**src/rtl/pp_reduce_pkg.sv**
```systemverilog
// pp_reduce_pkg
//   Shared constants, the carry-save pair type and the row-alignment helper
//   for the Booth partial-product reduction tree.
//   Build option: PP_REDUCE_FINAL_ADD_EN adds a fourth (carry-propagate) stage.
package pp_reduce_pkg;

    localparam int PROD_W   = 48;
    localparam int PP_W     = 26;
    localparam int NUM_PP   = 13;
    localparam int NUM_ROWS = NUM_PP - 2;     // rows carrying a negate-correction bit
    localparam int NUM_VEC  = NUM_PP + 1;     // 13 rows + one merged correction vector
`ifdef PP_REDUCE_FINAL_ADD_EN
    localparam int NUM_STAGES = 4;
`else
    localparam int NUM_STAGES = 3;
`endif

    typedef struct packed {
        logic [PROD_W-1:0] s;
        logic [PROD_W-1:0] c;
    } cs_pair_t;

    // Correction bit of row i sits at weight 2i; no two rows share a bit
    // position, so all eleven fold into one vector with plain ORs.
    function automatic logic [NUM_VEC-1:0][PROD_W-1:0] align_rows(
        input logic [NUM_ROWS-1:0][PP_W-1:0] pp,
        input logic [24:0]                   pp11,
        input logic [22:0]                   pp12
    );
        logic [NUM_VEC-1:0][PROD_W-1:0] v;
        logic [PROD_W-1:0]              corr;
        v    = '0;
        corr = '0;
        for (int i = 0; i < NUM_ROWS; i++) begin
            v[i]        = {{(PROD_W-PP_W+1){1'b0}}, pp[i][PP_W-1:1]} << (2*i);
            corr[2*i]   = pp[i][0];
        end
        v[NUM_ROWS]   = corr;
        v[NUM_ROWS+1] = {23'b0, pp11} << 22;
        v[NUM_ROWS+2] = {25'b0, pp12} << 24;
        return v;
    endfunction

endpackage

```
**src/rtl/pp_reduce_pipe_csa3.sv**
```systemverilog
// csa3
//   Combinational 3:2 carry-save compressor.
//   i_a, i_b, i_c : operands
//   o_s           : bitwise sum
//   o_c           : majority carry, already shifted to its weight (MSB dropped)
module csa3 #(
    parameter int W = 48
) (
    input  logic [W-1:0] i_a,
    input  logic [W-1:0] i_b,
    input  logic [W-1:0] i_c,
    output logic [W-1:0] o_s,
    output logic [W-1:0] o_c
);
    logic [W-1:0] w_maj;

    assign w_maj = (i_a & i_b) | (i_a & i_c) | (i_b & i_c);
    assign o_s   = i_a ^ i_b ^ i_c;
    assign o_c   = {w_maj[W-2:0], 1'b0};
endmodule

```
**src/rtl/pp_reduce_pipe.sv**
```systemverilog
// pp_reduce_pipe
//   Pipelined carry-save reduction of 13 Booth partial products into a
//   (sum, carry) pair, with valid/ready handshake and full back-pressure.
//   CLK/nRST           : clock, async active-low reset
//   flush              : drop everything in flight (sync)
//   in_valid/in_ready  : input handshake for pp, pp11, pp12
//   out_valid/out_ready: output handshake
//   sum, carry         : carry-save result (default build)
//   product            : sum+carry, registered (PP_REDUCE_FINAL_ADD_EN build)
//   Stages: S1 14->6, S2 6->3, S3 3->2, optional S4 carry-propagate add.
module pp_reduce_pipe
    import pp_reduce_pkg::*;
(
    input  logic                         CLK,
    input  logic                         nRST,
    input  logic                         flush,
    input  logic                         in_valid,
    output logic                         in_ready,
    input  logic [NUM_ROWS-1:0][PP_W-1:0] pp,
    input  logic [24:0]                  pp11,
    input  logic [22:0]                  pp12,
    output logic                         out_valid,
    input  logic                         out_ready,
`ifdef PP_REDUCE_FINAL_ADD_EN
    output logic [PROD_W-1:0]            product
`else
    output logic [PROD_W-1:0]            sum,
    output logic [PROD_W-1:0]            carry
`endif
);

    logic [NUM_STAGES-1:0] r_v;
    logic                  w_en1, w_en2, w_en3;
    logic                  w_ld1, w_ld2, w_ld3;

    // A stage may load when empty or when its occupant moves on this cycle;
    // the chain is combinational from out_ready back to in_ready.
`ifdef PP_REDUCE_FINAL_ADD_EN
    logic                  w_en4, w_ld4;
    logic [PROD_W-1:0]     r_prod;
    assign w_en4 = !r_v[3] || out_ready;
    assign w_en3 = !r_v[2] || w_en4;
    assign w_ld4 = w_en4 && r_v[2];
`else
    assign w_en3 = !r_v[2] || out_ready;
`endif
    assign w_en2 = !r_v[1] || w_en3;
    assign w_en1 = !r_v[0] || w_en2;
    assign w_ld1 = w_en1 && in_valid;
    assign w_ld2 = w_en2 && r_v[0];
    assign w_ld3 = w_en3 && r_v[1];

    assign in_ready  = flush || w_en1;
    assign out_valid = r_v[NUM_STAGES-1];

    always_ff @(posedge CLK or negedge nRST) begin
        if (!nRST) begin
            r_v <= '0;
        end else if (flush) begin
            r_v <= '0;
        end else begin
            if (w_en1) r_v[0] <= in_valid;
            if (w_en2) r_v[1] <= r_v[0];
            if (w_en3) r_v[2] <= r_v[1];
`ifdef PP_REDUCE_FINAL_ADD_EN
            if (w_en4) r_v[3] <= r_v[2];
`endif
        end
    end

    // ---------------- S1: 14 -> 10 -> 7 -> 6 ----------------
    logic [NUM_VEC-1:0][PROD_W-1:0] w_rows;
    logic [PROD_W-1:0]              w_la  [10];
    logic [PROD_W-1:0]              w_lb  [7];
    logic [PROD_W-1:0]              w_s1d [6];
    logic [PROD_W-1:0]              r_s1  [6];

    assign w_rows = align_rows(pp, pp11, pp12);

    for (genvar j = 0; j < 4; j++) begin : g_la
        csa3 #(.W(PROD_W)) u_csa (
            .i_a(w_rows[3*j]), .i_b(w_rows[3*j+1]), .i_c(w_rows[3*j+2]),
            .o_s(w_la[2*j]),   .o_c(w_la[2*j+1])
        );
    end
    assign w_la[8] = w_rows[12];
    assign w_la[9] = w_rows[13];

    for (genvar j = 0; j < 3; j++) begin : g_lb
        csa3 #(.W(PROD_W)) u_csa (
            .i_a(w_la[3*j]), .i_b(w_la[3*j+1]), .i_c(w_la[3*j+2]),
            .o_s(w_lb[2*j]), .o_c(w_lb[2*j+1])
        );
    end
    assign w_lb[6] = w_la[9];

    csa3 #(.W(PROD_W)) u_s1_lc (
        .i_a(w_lb[0]), .i_b(w_lb[1]), .i_c(w_lb[2]),
        .o_s(w_s1d[0]), .o_c(w_s1d[1])
    );
    assign w_s1d[2] = w_lb[3];
    assign w_s1d[3] = w_lb[4];
    assign w_s1d[4] = w_lb[5];
    assign w_s1d[5] = w_lb[6];

    // ---------------- S2: 6 -> 4 -> 3 ----------------
    logic [PROD_W-1:0] w_m   [4];
    logic [PROD_W-1:0] w_s2d [3];
    logic [PROD_W-1:0] r_s2  [3];

    csa3 #(.W(PROD_W)) u_s2_a (
        .i_a(r_s1[0]), .i_b(r_s1[1]), .i_c(r_s1[2]), .o_s(w_m[0]), .o_c(w_m[1])
    );
    csa3 #(.W(PROD_W)) u_s2_b (
        .i_a(r_s1[3]), .i_b(r_s1[4]), .i_c(r_s1[5]), .o_s(w_m[2]), .o_c(w_m[3])
    );
    csa3 #(.W(PROD_W)) u_s2_c (
        .i_a(w_m[0]), .i_b(w_m[1]), .i_c(w_m[2]), .o_s(w_s2d[0]), .o_c(w_s2d[1])
    );
    assign w_s2d[2] = w_m[3];

    // ---------------- S3: 3 -> 2 ----------------
    cs_pair_t w_s3d;
    cs_pair_t r_s3;

    csa3 #(.W(PROD_W)) u_s3 (
        .i_a(r_s2[0]), .i_b(r_s2[1]), .i_c(r_s2[2]), .o_s(w_s3d.s), .o_c(w_s3d.c)
    );

    always_ff @(posedge CLK or negedge nRST) begin
        if (!nRST) begin
            for (int i = 0; i < 6; i++) r_s1[i] <= '0;
            for (int i = 0; i < 3; i++) r_s2[i] <= '0;
            r_s3 <= '0;
        end else begin
            if (w_ld1) for (int i = 0; i < 6; i++) r_s1[i] <= w_s1d[i];
            if (w_ld2) for (int i = 0; i < 3; i++) r_s2[i] <= w_s2d[i];
            if (w_ld3) r_s3 <= w_s3d;
        end
    end

`ifdef PP_REDUCE_FINAL_ADD_EN
    always_ff @(posedge CLK or negedge nRST) begin
        if (!nRST) begin
            r_prod <= '0;
        end else if (w_ld4) begin
            r_prod <= r_s3.s + r_s3.c;
        end
    end
    assign product = r_prod;
`else
    assign sum   = r_s3.s;
    assign carry = r_s3.c;
`endif

endmodule

```
**config.mk**
```make
export PLATFORM = sky130hd
export DESIGN_NAME = pp_reduce_pipe
export DESIGN_NICKNAME = d
export VERILOG_FILES = /design/src/rtl/pp_reduce_pkg.sv /design/src/rtl/pp_reduce_pipe_csa3.sv /design/src/rtl/pp_reduce_pipe.sv
export SDC_FILE = /design/constraint.sdc
export NUM_CORES = 1
export LEC_CHECK = 0
export ABC_AREA = 1
export ABC_CLOCK_PERIOD_IN_PS = 1900
export BUFFER_PORTS_ARGS = -buffer_cell sky130_fd_sc_hd__buf_2
export CAP_MARGIN = 0
export CORE_AREA = 2 2 241 243
export DETAILED_ROUTE_END_ITERATION = 7
export DIE_AREA = 0 0 243 245
export PLACE_DENSITY = 0.67
export SYNTH_ARGS = -nofsm -noshare
export SYNTH_HDL_FRONTEND = slang
export SYNTH_SLANG_ARGS = --single-unit
```
**constraint.sdc**
```tcl
create_clock -name CLK -period 1.9 [get_ports CLK]
set_input_delay 0.19 -clock CLK [delete_from_list [all_inputs] [get_ports CLK]]
set_output_delay 0.19 -clock CLK [all_outputs]
set_load 0.05 [all_outputs]
```
* After elaboration in Yosys (flattened, before gate mapping)
Index checks and enable logic that the tools add are counted.
** Storage, ports and cells
- Register bits after elaboration :: 500
- Bits in latches :: 0
- RAM bits :: 0
- ROM bits :: 0
- Input port bits :: 339
- Output and inout port bits :: 98
- Logic and storage cells :: 115
- Memories :: 0
** Operators by class
- $add $sub $neg :: 0
- Multipliers :: 0
- Div/mod/pow operators :: 0
- $lt $le $gt $ge :: 0
- Equality and inequality tests :: 0
- Shifts and indexed selects :: 0
- Mux-type cells :: 4
- Bitwise operators :: 84
- Reduce and logical (&&, ||, !) cells :: 13
** Operators with widths (number)
- $and 47x47->47 :: 24
- $or 47x47->47 :: 20
- $xor 48x48->48 :: 10
- $xor 48x47->48 :: 2
- $xor 29x48->48 :: 1
- $xor 45x48->48 :: 1
- $xor 48x35->48 :: 1
- $xor 48x41->48 :: 1
- $or 47x29->47 :: 1
- $or 47x35->47 :: 1
- $or 47x41->47 :: 1
- $or 47x45->47 :: 1
- $and 43x45->45 :: 1
- $and 45x21->45 :: 1
- $xor 43x45->45 :: 1
- $xor 45x21->45 :: 1
- $and 43x21->43 :: 1
- $and 37x41->41 :: 1
- $and 39x41->41 :: 1
- $xor 39x41->41 :: 1
- $and 37x39->39 :: 1
- $xor 37x39->39 :: 1
- $and 31x35->35 :: 1
- $and 33x35->35 :: 1
- other kinds (14) :: 25

* Logic depth before layout (Yosys ltp)
Gate-level depths: netlist (run 1).
- Depth in word-level cells :: 9
- Mapped depth :: 7
- Depth with buffers taken out :: 7

* Hierarchy
Synthesis (run 1) repeated with hierarchy kept, for this count alone.
** Unflattened totals
- Cell total of the unflattened synthesis :: 2893
- Area, all modules :: 31649.1 um^2
** By module, submodules not included
- pp_reduce_pipe :: instances 1, cells an instance 2197, area an instance 19802.7 um^2, sequential area each 12662.1 um^2
- csa3 :: instances 12, cells an instance 58, area an instance 987.2 um^2, sequential area each 0.0 um^2

* Least setup slack after synthesis (run 1)
No wires, ideal clock.
- Path kind :: input-to-reg
- Start point :: in pp[162] in the netlist's numbering
- End point :: reg r_s1[257] in the netlist's numbering
- Setup time :: 0.066 ns
- Arrival :: 1.952 ns
- Data required time :: 1.834 ns
- Slack :: -0.118 ns
- Stages :: 7
- Path buffers :: 0
- Path through :: fa_1 > inv_1 > fa_1 > inv_1 > fa_1 > nand3_1 > nand2_1
** On the way
- Word-level cells in the longest chain between the ends :: 5
** RTL lines
- start, declared :: line pp_reduce_pipe.sv:19 : input logic [NUM_ROWS-1:0][PP_W-1:0] pp,
- $xor 37x39->39 :: line pp_reduce_pipe_csa3.sv:18 : assign o_s = i_a ^ i_b ^ i_c;
- $xor 39x41->41 :: line pp_reduce_pipe_csa3.sv:18
- $xor 48x41->48 :: line pp_reduce_pipe_csa3.sv:18
- $xor 48x48->48 (2 in a row) :: line pp_reduce_pipe_csa3.sv:18
- named net u_s1_lc.o_s[17] :: line pp_reduce_pipe_csa3.sv:12 : output logic [W-1:0] o_s,
- end, declared :: line pp_reduce_pipe.sv:76 : logic [PROD_W-1:0] r_s1 [6];
The timed path passes the listed nets, and every way through them passes these cells.
A chain may end at the register's enable or synchronous reset.

* Worst setup path after layout (run 1)
- Start point :: reg r_s1[32] in the netlist's numbering
- End point :: reg r_s2[128] in the netlist's numbering
** On the way
- Word-level cells in the longest chain between the ends :: 2
** RTL lines
- $xor 48x47->48 :: line pp_reduce_pipe_csa3.sv:18
- $xor 48x48->48 :: line pp_reduce_pipe_csa3.sv:18
- named net u_s2_c.o_s[32] :: line pp_reduce_pipe_csa3.sv:12
- end, declared :: line pp_reduce_pipe.sv:109 : logic [PROD_W-1:0] r_s2 [3];
The timed path passes the listed nets, and every way through them passes these cells.

==> results of run 1 <==
## power by group
group / internal, W / switching (W) / leakage (nW)
sequential: 0.0107 / 0.00146 / 4.96
clock: 0.00551 / 0.00342 / 0.764
combinational: 0.00413 / 0.00755 / 10.5
## layout make-up
cell class,instances,area share (%)
Sequential cell,392,34.4
Inverter,448,6.24
Timing Repair Buffer,524,11.5
Tap cell,765,3.36
Clock buffer,69,4.83
Antenna cell,1,0.00877
Clock inverter,11,0.583
Multi-Input combinational cell,1512,39.1
## synth_stat cells
cell                         n  area share (%)
sky130_fd_sc_hd__nand3_2     1           0.043
sky130_fd_sc_hd__conb_1      1           0.016
sky130_fd_sc_hd__nand4_4     1           0.092
sky130_fd_sc_hd__nand2_2     1           0.027
sky130_fd_sc_hd__buf_4       9            0.29
sky130_fd_sc_hd__dfrtp_1   392              42
sky130_fd_sc_hd__ha_1      110             5.9
sky130_fd_sc_hd__buf_1      21            0.34
sky130_fd_sc_hd__nand3_1   363             7.8
sky130_fd_sc_hd__clkbuf_1   41            0.66
sky130_fd_sc_hd__buf_2      59             1.3
sky130_fd_sc_hd__nand2_1   760              12
sky130_fd_sc_hd__o21ai_0    28            0.60
sky130_fd_sc_hd__inv_1     448             7.3
sky130_fd_sc_hd__fa_1      243              21
## worst paths after layout
kind,startpoint,to,slack (ns),cells past startpoint
hold / removal,pp11[22],r_s1[140],0.03,4
hold reg to reg,carry[10],carry[10],0.46,2
max in group asynchronous,nRST,r_s1[102],1.04,3
setup / recovery,r_s1[32],r_s2[128],0.1,6
min in group asynchronous,nRST,r_s1[272],0.15,2
setup reg to reg,r_s1[32],r_s2[128],0.1,6
## timing repair
item / CTS / global route
buffers inserted: 1 / 0
setup endpoints to repair: 1 / 1
hold buffers: 48 / 0
pin swaps: 1 / 1
endpoints found under the hold margin: 349 / 0
resized for setup: 2 / 0
## metal layers
metal  up-vias  part of all wire [%]
met3        76                   4.7
li1       8339                     -
met2       383                    47
met5         -                     0
met4         0                   2.7
met1      8356                    45
## tightest hold or removal path, cell delays in order
cell and delay [ns]:
sky130_fd_sc_hd__buf_2 0.08, sky130_fd_sc_hd__ha_1 0.13, sky130_fd_sc_hd__nand3_1 0.08, sky130_fd_sc_hd__nand2_1 0.07
## flip-flops by register name, indices dropped and copies added (netlist names)
register and cells:
carry 43, r_s1 186, r_s2 112, r_v 3, sum 48
## through the flow
stage | power [W] | setup WS, ns | cell area, um2
2_1_floorplan | 0.0202 | -0.0828 | 23300
3_3_place_gp | 0.0237 | -0.273 | 26500
3_5_place_dp | 0.0240 | -0.281 | 26500
4_1_cts | 0.0332 | 0.0948 | 28500
5_1_grt | 0.0354 | 0.00798 | 28500
6_report | 0.0327 | 0.0992 | 28500
## cell families (layout without fill, tap and decap cells)
group / Yosys count / in the layout / synth area share [%]
other: 1 / 6 / 0.0162
flip-flops: 392 / 392 / 42.3
AND/OR/NAND/NOR: 1126 / 1126 / 20.3
adder cells (fa/ha/maj): 353 / 353 / 26.9
buffers and inverters: 578 / 1052 / 9.82
AO/OA/AOI/OAI: 28 / 28 / 0.605
==> summary.md, run 1 <==
| Metric | Value |
|---|---|
| Status | complete, no violations |
| Deepest clock path buffer count | 3 |
| Core Footprint | between 0.05 and 0.06 mm2 |
| Register area share after synthesis | a little over two fifths |
| Largest net degree at the start of global routing | 93 |
| Horizontal extent of the die | ~240 um |
| Total number of vias | between 15000 and 20000 |
| Type of element launching the critical path | flip-flop |
| Crit path time final | between 1.5 and 2 ns |
| Yosys synthesis warning count | 0 |
| Most common cell after layout, fill and taps aside | sky130_fd_sc_hd__nand2_1 |
| Number of CTS-inserted buffers | 44 |
| MaxCap Viol Count | 0 |
| Tot GR Track Use | 19.0% |
| Most frequent cells in the layout | 757 x sky130_fd_sc_hd__nand2_1, 433 x sky130_fd_sc_hd__inv_1, 428 x sky130_fd_sc_hd__buf_2, 389 x sky130_fd_sc_hd__dfrtp_1, 363 x sky130_fd_sc_hd__nand3_1 |
| Die Outline Area | 0.0595 mm2 |
| Sum of negative setup slack | 0 ns |
| Root buffer cell | sky130_fd_sc_hd__clkbuf_16 |
| Number of placed instances, taps included | roughly 3600 |
| Final Hold Fails | 0 |
| Number of design rule violations left after detail routing | 0 |
| Data required time at the worst endpoint | around 2.4 ns |
| Power per cell area | between 1000 and 1500 mW/mm2 |
| # fillers | around 5400 |
| Num Clock Sinks | a little under 400 |
| Class of the most critical setup path | reg2reg |
| GR Util met3 | between 2 and 3% |
| Global-route wire length before repair | approximately 92000 um |
| Final cell count without fillers | roughly 3700 |
| Largest stage delay on the critical path | roughly 0.55 ns |
| Number of top-level pins | 437 |
| Number of detailed-route iterations in the first pass | 5 |
| Met2 global-route usage | 31.2% |
| Net count, final | roughly 3600 |
| Multi-input gate area in the final layout | ~0.011 mm2 |
| Fraction of layout instances using a drive strength above 1 | 19.4% |
| Antenna violations before repair | 1 |
| Die Ht | roughly 250 um |
| Critical Path Slowest Stage Cell | sky130_fd_sc_hd__fa_1 |
| Arrival time worst endpoint | 2.29 ns |
| Unrepaired setup endpoints after global routing | false |
| Vias in the first global route | 17900 |
| Row count | roughly 90 |
| Area growth, synth to finish | 23.0% |
| Post-detailed-route via-to-cell ratio | ~4.6 |
| Worst min-delay path class | in2reg |
| Buf+Inv Stages, Crit Path | 2 |
| VDD IR max | about 690 uV |
| Total number of H-tree levels | 2 |
| Average detailed-routed wire length per instance | ~15 um |
| Slew Limit Headroom | between 40% and 50% |
| Static Leakage | 16.2 nW |
| Area occupied by registers | around 0.0098 mm2 |
| Flops & latches, synth | roughly 390 |
| Average footprint of a synthesized cell | 9.35 um2 |
| Clock tree from TritonCTS | done |
| DRT Wirelength | roughly 55000 um |
| Number of nets still failing antenna checks after routing | 0 |
| Number of setup violations in the final report | 0 |
| Slew at the pin closest to its max-slew limit | a little under 0.9 ns |
| Family with the most delay on the worst path | adder cells |
| CP Max Fanout | 2 |
| Clk slew on worst S/H paths | roughly 0.06 ns |
| Synth cell types | 15 |
| Post-synthesis cell count | between 2000 and 2500 |
| Worst-path cell chain | inv_1, fa_1, inv_1, fa_1, nand3_1, nand2_1 |
| Worst-case clock skew | between 0.01 and 0.015 ns |
| Violation count after the first detailed-routing iteration | around 880 |
| CP Capture Type | flip-flop |
| Clock network latency to the later pin of the worst-skew pair | between 0.5 and 0.6 ns |
| Highest-utilization routing layer at the global route stage | met2 |
| Core Util, Final | between 50% and 60% |
| Smallest hold slack | 0.0302 ns |
| Routability-driven placement congestion ratio | roughly 0.8 |
| Number of buffers inserted by port buffering | between 400 and 500 |
| Pins over their slew limit | 0 |
| Initial Util | around 41% |
| M1 GR Usage | about a quarter |
| Peak clock frequency supported by timing | about 560 MHz |
| Half-perimeter wire length after placement | a little over 40000 um |
| Post-synthesis cell area | 0.0232 mm2 |
| Final Cycle Share | between 90% and 100% |
| Global-route congestion overflow total | 0 |
(Power assumes the default switching activity.)
==> run 2: changes to the inputs <==
--- a/config.mk
+++ b/config.mk
@@ -9,10 +9,10 @@
 export ABC_CLOCK_PERIOD_IN_PS = 1900
 export BUFFER_PORTS_ARGS = -buffer_cell sky130_fd_sc_hd__buf_2
 export CAP_MARGIN = 0
-export CORE_AREA = 2 2 241 243
+export CORE_AREA = 2 2 205 207
 export DETAILED_ROUTE_END_ITERATION = 7
-export DIE_AREA = 0 0 243 245
-export PLACE_DENSITY = 0.67
+export DIE_AREA = 0 0 207 209
+export PLACE_DENSITY = 0.86
 export SYNTH_ARGS = -nofsm -noshare
 export SYNTH_HDL_FRONTEND = slang
 export SYNTH_SLANG_ARGS = --single-unit
==> run 2 against run 1 <==
Largest power group unchanged. Sequential share of layout area rose by 0.61 points. Combinational power barely moved. Hold slack improved by 0.0048 ns. Register-to-register slack got worse by 0.03 ns. Critical endpoint is now r_s2[132]. Maximum frequency fell by 1.4%. Sequential power barely moved. Critical path depth did not move. Highest routed layer is now met5. First-iteration DRC count rose by 30%. Critical path type unchanged. Die area fell by 27%.
==> summary.md, run 2 (synthesis gave the netlist of run 1 again) <==
| Metric | Value |
|---|---|
| Num Clock Sinks | between 300 and 400 |
| Average detailed-routed wire length per instance | around 16 um |
| Total number of vias | about 18000 |
| Number of detailed-route iterations in the first pass | 5 |
| Most frequent cells in the layout | 757 x sky130_fd_sc_hd__nand2_1, 430 x sky130_fd_sc_hd__inv_1, 428 x sky130_fd_sc_hd__buf_2, 389 x sky130_fd_sc_hd__dfrtp_1, 363 x sky130_fd_sc_hd__nand3_1 |
| R2R setup slack | 0.07 ns |
| Deepest clock path buffer count | 3 |
| DRT Wirelength | 56700 um |
| R2R depth | 6 |
| Static Leakage | about 16 nW |
| Number of buffers inserted by port buffering | around 430 |
| Die Ht | ~210 um |
| Initial Util | a little under three fifths |
| Root buffer cell | sky130_fd_sc_hd__clkbuf_16 |
| CP Max Fanout | 2 |
| Global-route congestion overflow total | 0 |
| Largest register FFs | between 150 and 200 |
| Number of setup violations in the final report | 0 |
| Sw Ratio | about 39% |
| Final Cycle Share | 96.2% |
| Violation count after the first detailed-routing iteration | approximately 1100 |
| VDD IR max | a little under 600 uV |
| Clock tree from TritonCTS | done |
| Worst min-delay path class | in2reg |
| Largest reg by FF count | r_s1 |
| Hold-critical path endpoint | r_s1[140] |
| Peak clock frequency supported by timing | ~550 MHz |
| Placement-stage worst setup slack | -0.305 ns |
| Vias in the first global route | roughly 19000 |
| Worst setup path startpoint | r_s1[36] |
| Global-route wire length before repair | 94400 um |
| MaxCap Viol Count | 0 |
| Number of design rule violations left after detail routing | 0 |
| Sum of negative setup slack | 0 ns |
| Largest net degree at the start of global routing | between 80 and 90 |
| Final Hold Fails | 0 |
| Net count, final | approximately 3600 |
| Part of the power in the clock network | 25.9% |
| Unrepaired setup endpoints after global routing | false |
| # fillers | a little under 3000 |
| PnR worst setup slack | 0.0729 ns |
| Slew Limit Headroom | about three fifths |
| Crit path time final | approximately 1.8 ns |
| Worst hold path startpoint | pp11[22] |
| Horizontal extent of the die | 207 um |
| Type of element launching the critical path | flip-flop |
| Status | complete, no violations |
| Area growth, synth to finish | 20.9% |
| Antenna violations before repair | 2 |
| Pins over their slew limit | 0 |
| Tot GR Track Use | 26.8% |
| Number of nets still failing antenna checks after routing | 0 |
| RR Startpoint | r_s1[36] |
| Number of CTS-inserted buffers | 42 |
| Total number of H-tree levels | 2 |
| Core Footprint | 0.0413 mm2 |
| Arrival time worst endpoint | about 2.3 ns |
| Internal Power | about 0.02 W |
| Reg2reg end | r_s2[132] |
| Half-perimeter wire length after placement | 42200 um |
| Routability-driven placement congestion ratio | 0.882 |
| Most common cell after layout, fill and taps aside | sky130_fd_sc_hd__nand2_1 |
| Switching component of the power | around 0.013 W |
| CP Capture Type | flip-flop |
| Post-detailed-route via-to-cell ratio | 5.19 |
| Clock network latency to the later pin of the worst-skew pair | ~0.53 ns |
| Power share of the combinational group | a little over a third |
| Count of cells along the worst hold path | 4 |
| Proportion of power drawn by flip-flops and latches | a little under two fifths |
| Data required time at the worst endpoint | 2.37 ns |
| Die Outline Area | roughly 0.043 mm2 |
| Slew at the pin closest to its max-slew limit | 0.594 ns |
| Number of top-level pins | approximately 440 |
| Class of the most critical setup path | reg2reg |
| Worst-case clock skew | between 0.009 and 0.01 ns |
| Row count | 75 |
| Fraction of layout instances using a drive strength above 1 | roughly a fifth |
| Total power draw | roughly 0.033 W |
| Clk slew on worst S/H paths | approximately 0.060 ns |
| Power per cell area | 1160 mW/mm2 |
-- run 2: cell count changes in the layout (fill, tap and decap cells not counted), sizes merged, moves of 2 or more --
cell and change:
dlygate4sd3 -7, clkbuf -5, buf +2, clkinvlp +2
diode +2
-- run 2: cell type report --
type	instances	area, um2	area share (%)
well taps	539	674	2.41
diodes	3	7.51	0.0268
multi-input cells	1512	11200	39.8
repair buffers	519	3150	11.2
inverters	448	1780	6.35
clock buffers	64	1310	4.67
flip-flops and latches	392	9820	35.0
clock inverters	10	134	0.478
-- run 2: worst max path at each step --
stage                            to  slack (ns)  cells after the start
after floorplan           r_s1[264]       -0.08                      7
final                     r_s2[132]        0.07                      6
after global routing      r_s2[132]       0.008                      6
after global placement    r_s1[264]       -0.33                      8
after detailed placement  r_s1[264]       -0.31                      8
after CTS                  in_ready        0.03                      4
-- run 2: power by group through the flow --
| stage | registers (W) | logic [W] | clock network, W |
|---|---|---|---|
| CTS | 0.0122 | 0.0120 | 0.00857 |
| floorplan | 0.0144 | 0.00578 | 0 |
| global placement | 0.0122 | 0.0113 | 0 |
| finish | 0.0122 | 0.0119 | 0.00843 |
| global route | 0.0125 | 0.0135 | 0.00892 |
| detailed placement | 0.0123 | 0.0118 | 0 |
-- run 2: stage by stage --
stage | cell area (um2) | cells | utilization [%] | hold WS, ns
after floorplan | 23300 | 2482 | - | -0.106
after global placement | 26200 | 3368 | 63.3 | 0.147
after detailed placement | 26200 | 3368 | 63.3 | 0.148
after CTS | 28000 | 3483 | 67.8 | 0.0112
after global routing | 28000 | 3485 | 67.9 | 0.0307
final | 28000 | 3487 | 67.9 | 0.0350
-- run 2: metal layers --
layer	vias up	part of all wire, %	GRT usage, %
li1	8330	-	-
met1	8867	39	33.6
met2	748	51	46.1
met3	145	6.6	4.73
met4	2	4.2	11.5
met5	-	0.019	0
-- run 2: timing repair --
action	4_1_cts	5_1_grt
hold buffers	41	0
setup endpoints to repair	1	3
setup buffers	0	1
hold endpoints to repair	174	0
resized for setup	2	3
pin swaps	0	5
-- run 2: worst max-delay path, cell delays in order (launching register included) --
cell	delay [ns]
sky130_fd_sc_hd__dfrtp_1	0.38
sky130_fd_sc_hd__inv_2	0.05
sky130_fd_sc_hd__fa_1	0.54
sky130_fd_sc_hd__inv_1	0.07
sky130_fd_sc_hd__fa_1	0.54
sky130_fd_sc_hd__nand3_1	0.09
sky130_fd_sc_hd__nand2_1	0.09
==> run 3: changes to the inputs <==
--- a/config.mk
+++ b/config.mk
@@ -6,13 +6,12 @@
 export NUM_CORES = 1
 export LEC_CHECK = 0
 export ABC_AREA = 1
-export ABC_CLOCK_PERIOD_IN_PS = 1900
+export ABC_CLOCK_PERIOD_IN_PS = 1730
 export BUFFER_PORTS_ARGS = -buffer_cell sky130_fd_sc_hd__buf_2
-export CAP_MARGIN = 0
-export CORE_AREA = 2 2 205 207
+export CORE_AREA = 2 2 219 221
 export DETAILED_ROUTE_END_ITERATION = 7
-export DIE_AREA = 0 0 207 209
-export PLACE_DENSITY = 0.86
+export DIE_AREA = 0 0 221 223
+export PLACE_DENSITY = 0.77
 export SYNTH_ARGS = -nofsm -noshare
 export SYNTH_HDL_FRONTEND = slang
 export SYNTH_SLANG_ARGS = --single-unit
==> constraint.sdc (replaced) <==
create_clock -name CLK -period 1.73 [get_ports CLK]
set_input_delay 0.173 -clock CLK [delete_from_list [all_inputs] [get_ports CLK]]
set_output_delay 0.173 -clock CLK [all_outputs]
set_load 0.05 [all_outputs]
==> run 3 against run 2 <==
Global-route usage is 3.9 points lower. The flow now finishes with violations (setup timing). Sequential power is 9.8% higher. Utilization is 7.4 points lower.
==> summary.md, run 3 (synthesis gave the netlist of run 1 again) <==
| Metric | Value |
|---|---|
| Static Leakage | about 16 nW |
| RR Startpoint | r_s1[274] |
| R2R depth | 6 |
| Multi-input gate area in the final layout | about 0.011 mm2 |
| Worst hold path startpoint | pp[3] |
| Most frequent cells in the layout | 756 x sky130_fd_sc_hd__nand2_1, 428 x sky130_fd_sc_hd__buf_2, 390 x sky130_fd_sc_hd__dfrtp_1, 374 x sky130_fd_sc_hd__inv_1, 363 x sky130_fd_sc_hd__nand3_1 |
| R2R setup slack | -0.07 ns |
| Largest reg by FF count | r_s1 |
| Number of design rule violations left after detail routing | 0 |
| Clock network latency to the later pin of the worst-skew pair | about 0.56 ns |
| Number of placed instances, taps included | between 3000 and 4000 |
| Average detailed-routed wire length per instance | about 15 um |
| Final Cell Area | ~0.028 mm2 |
| Worst-case clock skew | 0.0189 ns |
| Half-perimeter wire length after placement | just over 40000 um |
| Number of setup violations in the final report | 10 |
| Number of top-level pins | around 440 |
| Clk slew on worst S/H paths | approximately 0.060 ns |
| Final Hold Fails | 0 |
| Met2 Wirelength | approximately 27000 um |
| Deepest clock path buffer count | 3 |
| Total number of H-tree levels | 2 |
| Arrival time worst endpoint | ~2.3 ns |
| Initial Util | 49.2% |
| DRT Wirelength | between 50000 and 60000 um |
| Sum of negative setup slack | -0.354 ns |
| Area growth, synth to finish | 22.9% |
| Core Footprint | between 0.04 and 0.05 mm2 |
| Status | complete, but fails checks |
| Area occupied by registers | 0.00982 mm2 |
| Worst-path cell chain | inv_2, fa_1, inv_2, fa_2, nand3_1, nand2_1 |
| Peak clock frequency supported by timing | 555 MHz |
| Crit path time final | between 1.5 and 2 ns |
| Critical Path Slowest Stage Cell | sky130_fd_sc_hd__fa_2 |
| Fraction of layout instances using a drive strength above 1 | approximately 23% |
| Final Cycle Share | 104% |
| Num Clock Sinks | a little under 400 |
| Family with the most delay on the worst path | adder cells |
| Failing checks | setup timing |
| Violation count after the first detailed-routing iteration | between 1000 and 1500 |
| Global-route congestion overflow total | 0 |
| Number of CTS-inserted buffers | between 40 and 50 |
| CP Max Fanout | 2 |
| Unrepaired setup endpoints after global routing | true |
| Horizontal extent of the die | about 220 um |
| Highest routed metal layer | met4 |
| CP Capture Type | flip-flop |
| Worst min-delay path class | in2reg |
| Length of routed wiring on met1 | ~23000 um |
| Worst setup path startpoint | r_s1[274] |
| Die Ht | around 220 um |
| Most common cell after layout, fill and taps aside | sky130_fd_sc_hd__nand2_1 |
| Met3 Wirelength | ~3100 um |
| Hold-critical path endpoint | r_s1[242] |
| Number of nets still failing antenna checks after routing | 0 |
| Count of cells along the worst hold path | 4 |
| PnR worst setup slack | -0.0708 ns |
| # fillers | roughly 3800 |
| Global-route wire length before repair | 92800 um |
| Total number of vias | approximately 18000 |
| Number of detailed-route iterations in the first pass | 5 |
| MaxCap Viol Count | 0 |
| Row count | 80 |
| Post-detailed-route via-to-cell ratio | roughly 5.0 |
| Pins over their slew limit | 0 |
| Type of element launching the critical path | flip-flop |
| Tot GR Track Use | a little under a quarter |
| Antenna violations before repair | 1 |
| Critical path's most frequent cell | sky130_fd_sc_hd__inv_2 |
| Placement-stage worst setup slack | -0.476 ns |
| VDD IR max | ~1200 uV |
| Stages on worst setup path | 6 |
| Data required time at the worst endpoint | roughly 2.2 ns |
| Power per cell area | 1260 mW/mm2 |
| Die Outline Area | roughly 0.05 mm2 |
| Largest stage delay on the critical path | between 0.5 and 0.6 ns |
| Largest register FFs | around 190 |
| Final cell count without fillers | ~3600 |
| Total power draw | around 0.036 W |
| Slew Limit Headroom | a little over three fifths |
| Number of buffers inserted by port buffering | roughly 430 |
| Routability-driven placement congestion ratio | around 0.89 |
| Reg2reg end | r_s2[130] |
| Class of the most critical setup path | reg2reg |
| Root buffer cell | sky130_fd_sc_hd__clkbuf_16 |
| Slew at the pin closest to its max-slew limit | 0.559 ns |
| Largest net degree at the start of global routing | between 80 and 90 |
| Vias in the first global route | approximately 19000 |
| Net count, final | between 3000 and 4000 |
| Clock tree from TritonCTS | done |
| Post-detailed-placement cell area | about 0.026 mm2 |
| Buf+Inv Stages, Crit Path | 2 |
==> run 3: cell types whose count changed in the layout (fill, tap and decap cells not counted), moves of 2 or more <==
cell	change
sky130_fd_sc_hd__buf_12	+3
sky130_fd_sc_hd__buf_4	+20
sky130_fd_sc_hd__bufinv_16	-2
sky130_fd_sc_hd__clkbuf_1	-4
sky130_fd_sc_hd__clkbuf_8	+4
sky130_fd_sc_hd__clkinv_2	+3
sky130_fd_sc_hd__diode_2	-2
sky130_fd_sc_hd__dlygate4sd3_1	+9
sky130_fd_sc_hd__fa_1	-24
sky130_fd_sc_hd__fa_2	+24
sky130_fd_sc_hd__inv_1	-56
sky130_fd_sc_hd__inv_2	+56
==> run 3: final cells by class <==
| cell class | instances | share of cell area, % |
|---|---|---|
| sequential | 392 | 34.5 |
| tap | 615 | 2.70 |
| multi-input combinational | 1512 | 39.4 |
| clock buffer | 64 | 4.73 |
| inverter | 448 | 6.25 |
| clock inverter | 12 | 0.343 |
| antenna | 1 | 0.00878 |
| timing repair buffer | 552 | 12.2 |
==> run 3: power breakdown <==
| group | switching [W] | leakage [nW] | total [W] | internal [W] |
|---|---|---|---|---|
| clock network | 0.00365 | 0.718 | 0.00917 | 0.00553 |
| registers | 0.00171 | 4.96 | 0.0134 | 0.0117 |
| logic | 0.00853 | 10.5 | 0.0134 | 0.00485 |
==> run 3: worst max path at each step <==
stage / slack [ns] / endpoint
5_1_grt: -0.13 / r_s2[128]
4_1_cts: -0.05 / r_s2[131]
2_1_floorplan: -0.24 / r_s1[264]
6_report: -0.07 / r_s2[130]
3_5_place_dp: -0.48 / r_s1[258]
3_3_place_gp: -0.42 / r_s1[264]
==> run 3: what timing repair did <==
action,in CTS,in global routing
pin swaps,45,21
buffers inserted,16,9
endpoints found under the hold margin,450,0
endpoints found under the setup margin,20,32
hold buffers,50,0
resized for setup,44,22
cloned,0,0
==> run 3: layer usage <==
| layer | vias up | global-route usage, % |
|---|---|---|
| met5 | - | 0 |
| met3 | 112 | 3.66 |
| met4 | 0 | 8.27 |
| met2 | 572 | 39.4 |
| li1 | 8388 | - |
| met1 | 8788 | 29.5 |
==> run 3: worst register-to-register path, stage by stage, from the launching register on <==
cell                      delay (ns)
sky130_fd_sc_hd__dfrtp_1        0.38
sky130_fd_sc_hd__inv_2          0.05
sky130_fd_sc_hd__fa_1           0.54
sky130_fd_sc_hd__inv_2          0.04
sky130_fd_sc_hd__fa_2           0.55
sky130_fd_sc_hd__nand3_1        0.07
sky130_fd_sc_hd__nand2_1        0.10
==> run 3: per-stage QoR <==
stage | utilization [%] | hold WS [ns]
floorplan | - | -0.123
global placement | 55.9 | 0.0908
detailed placement | 55.9 | 0.0985
CTS | 60.3 | 0.00712
global route | 60.4 | 0.0486
finish | 60.4 | 0.0330
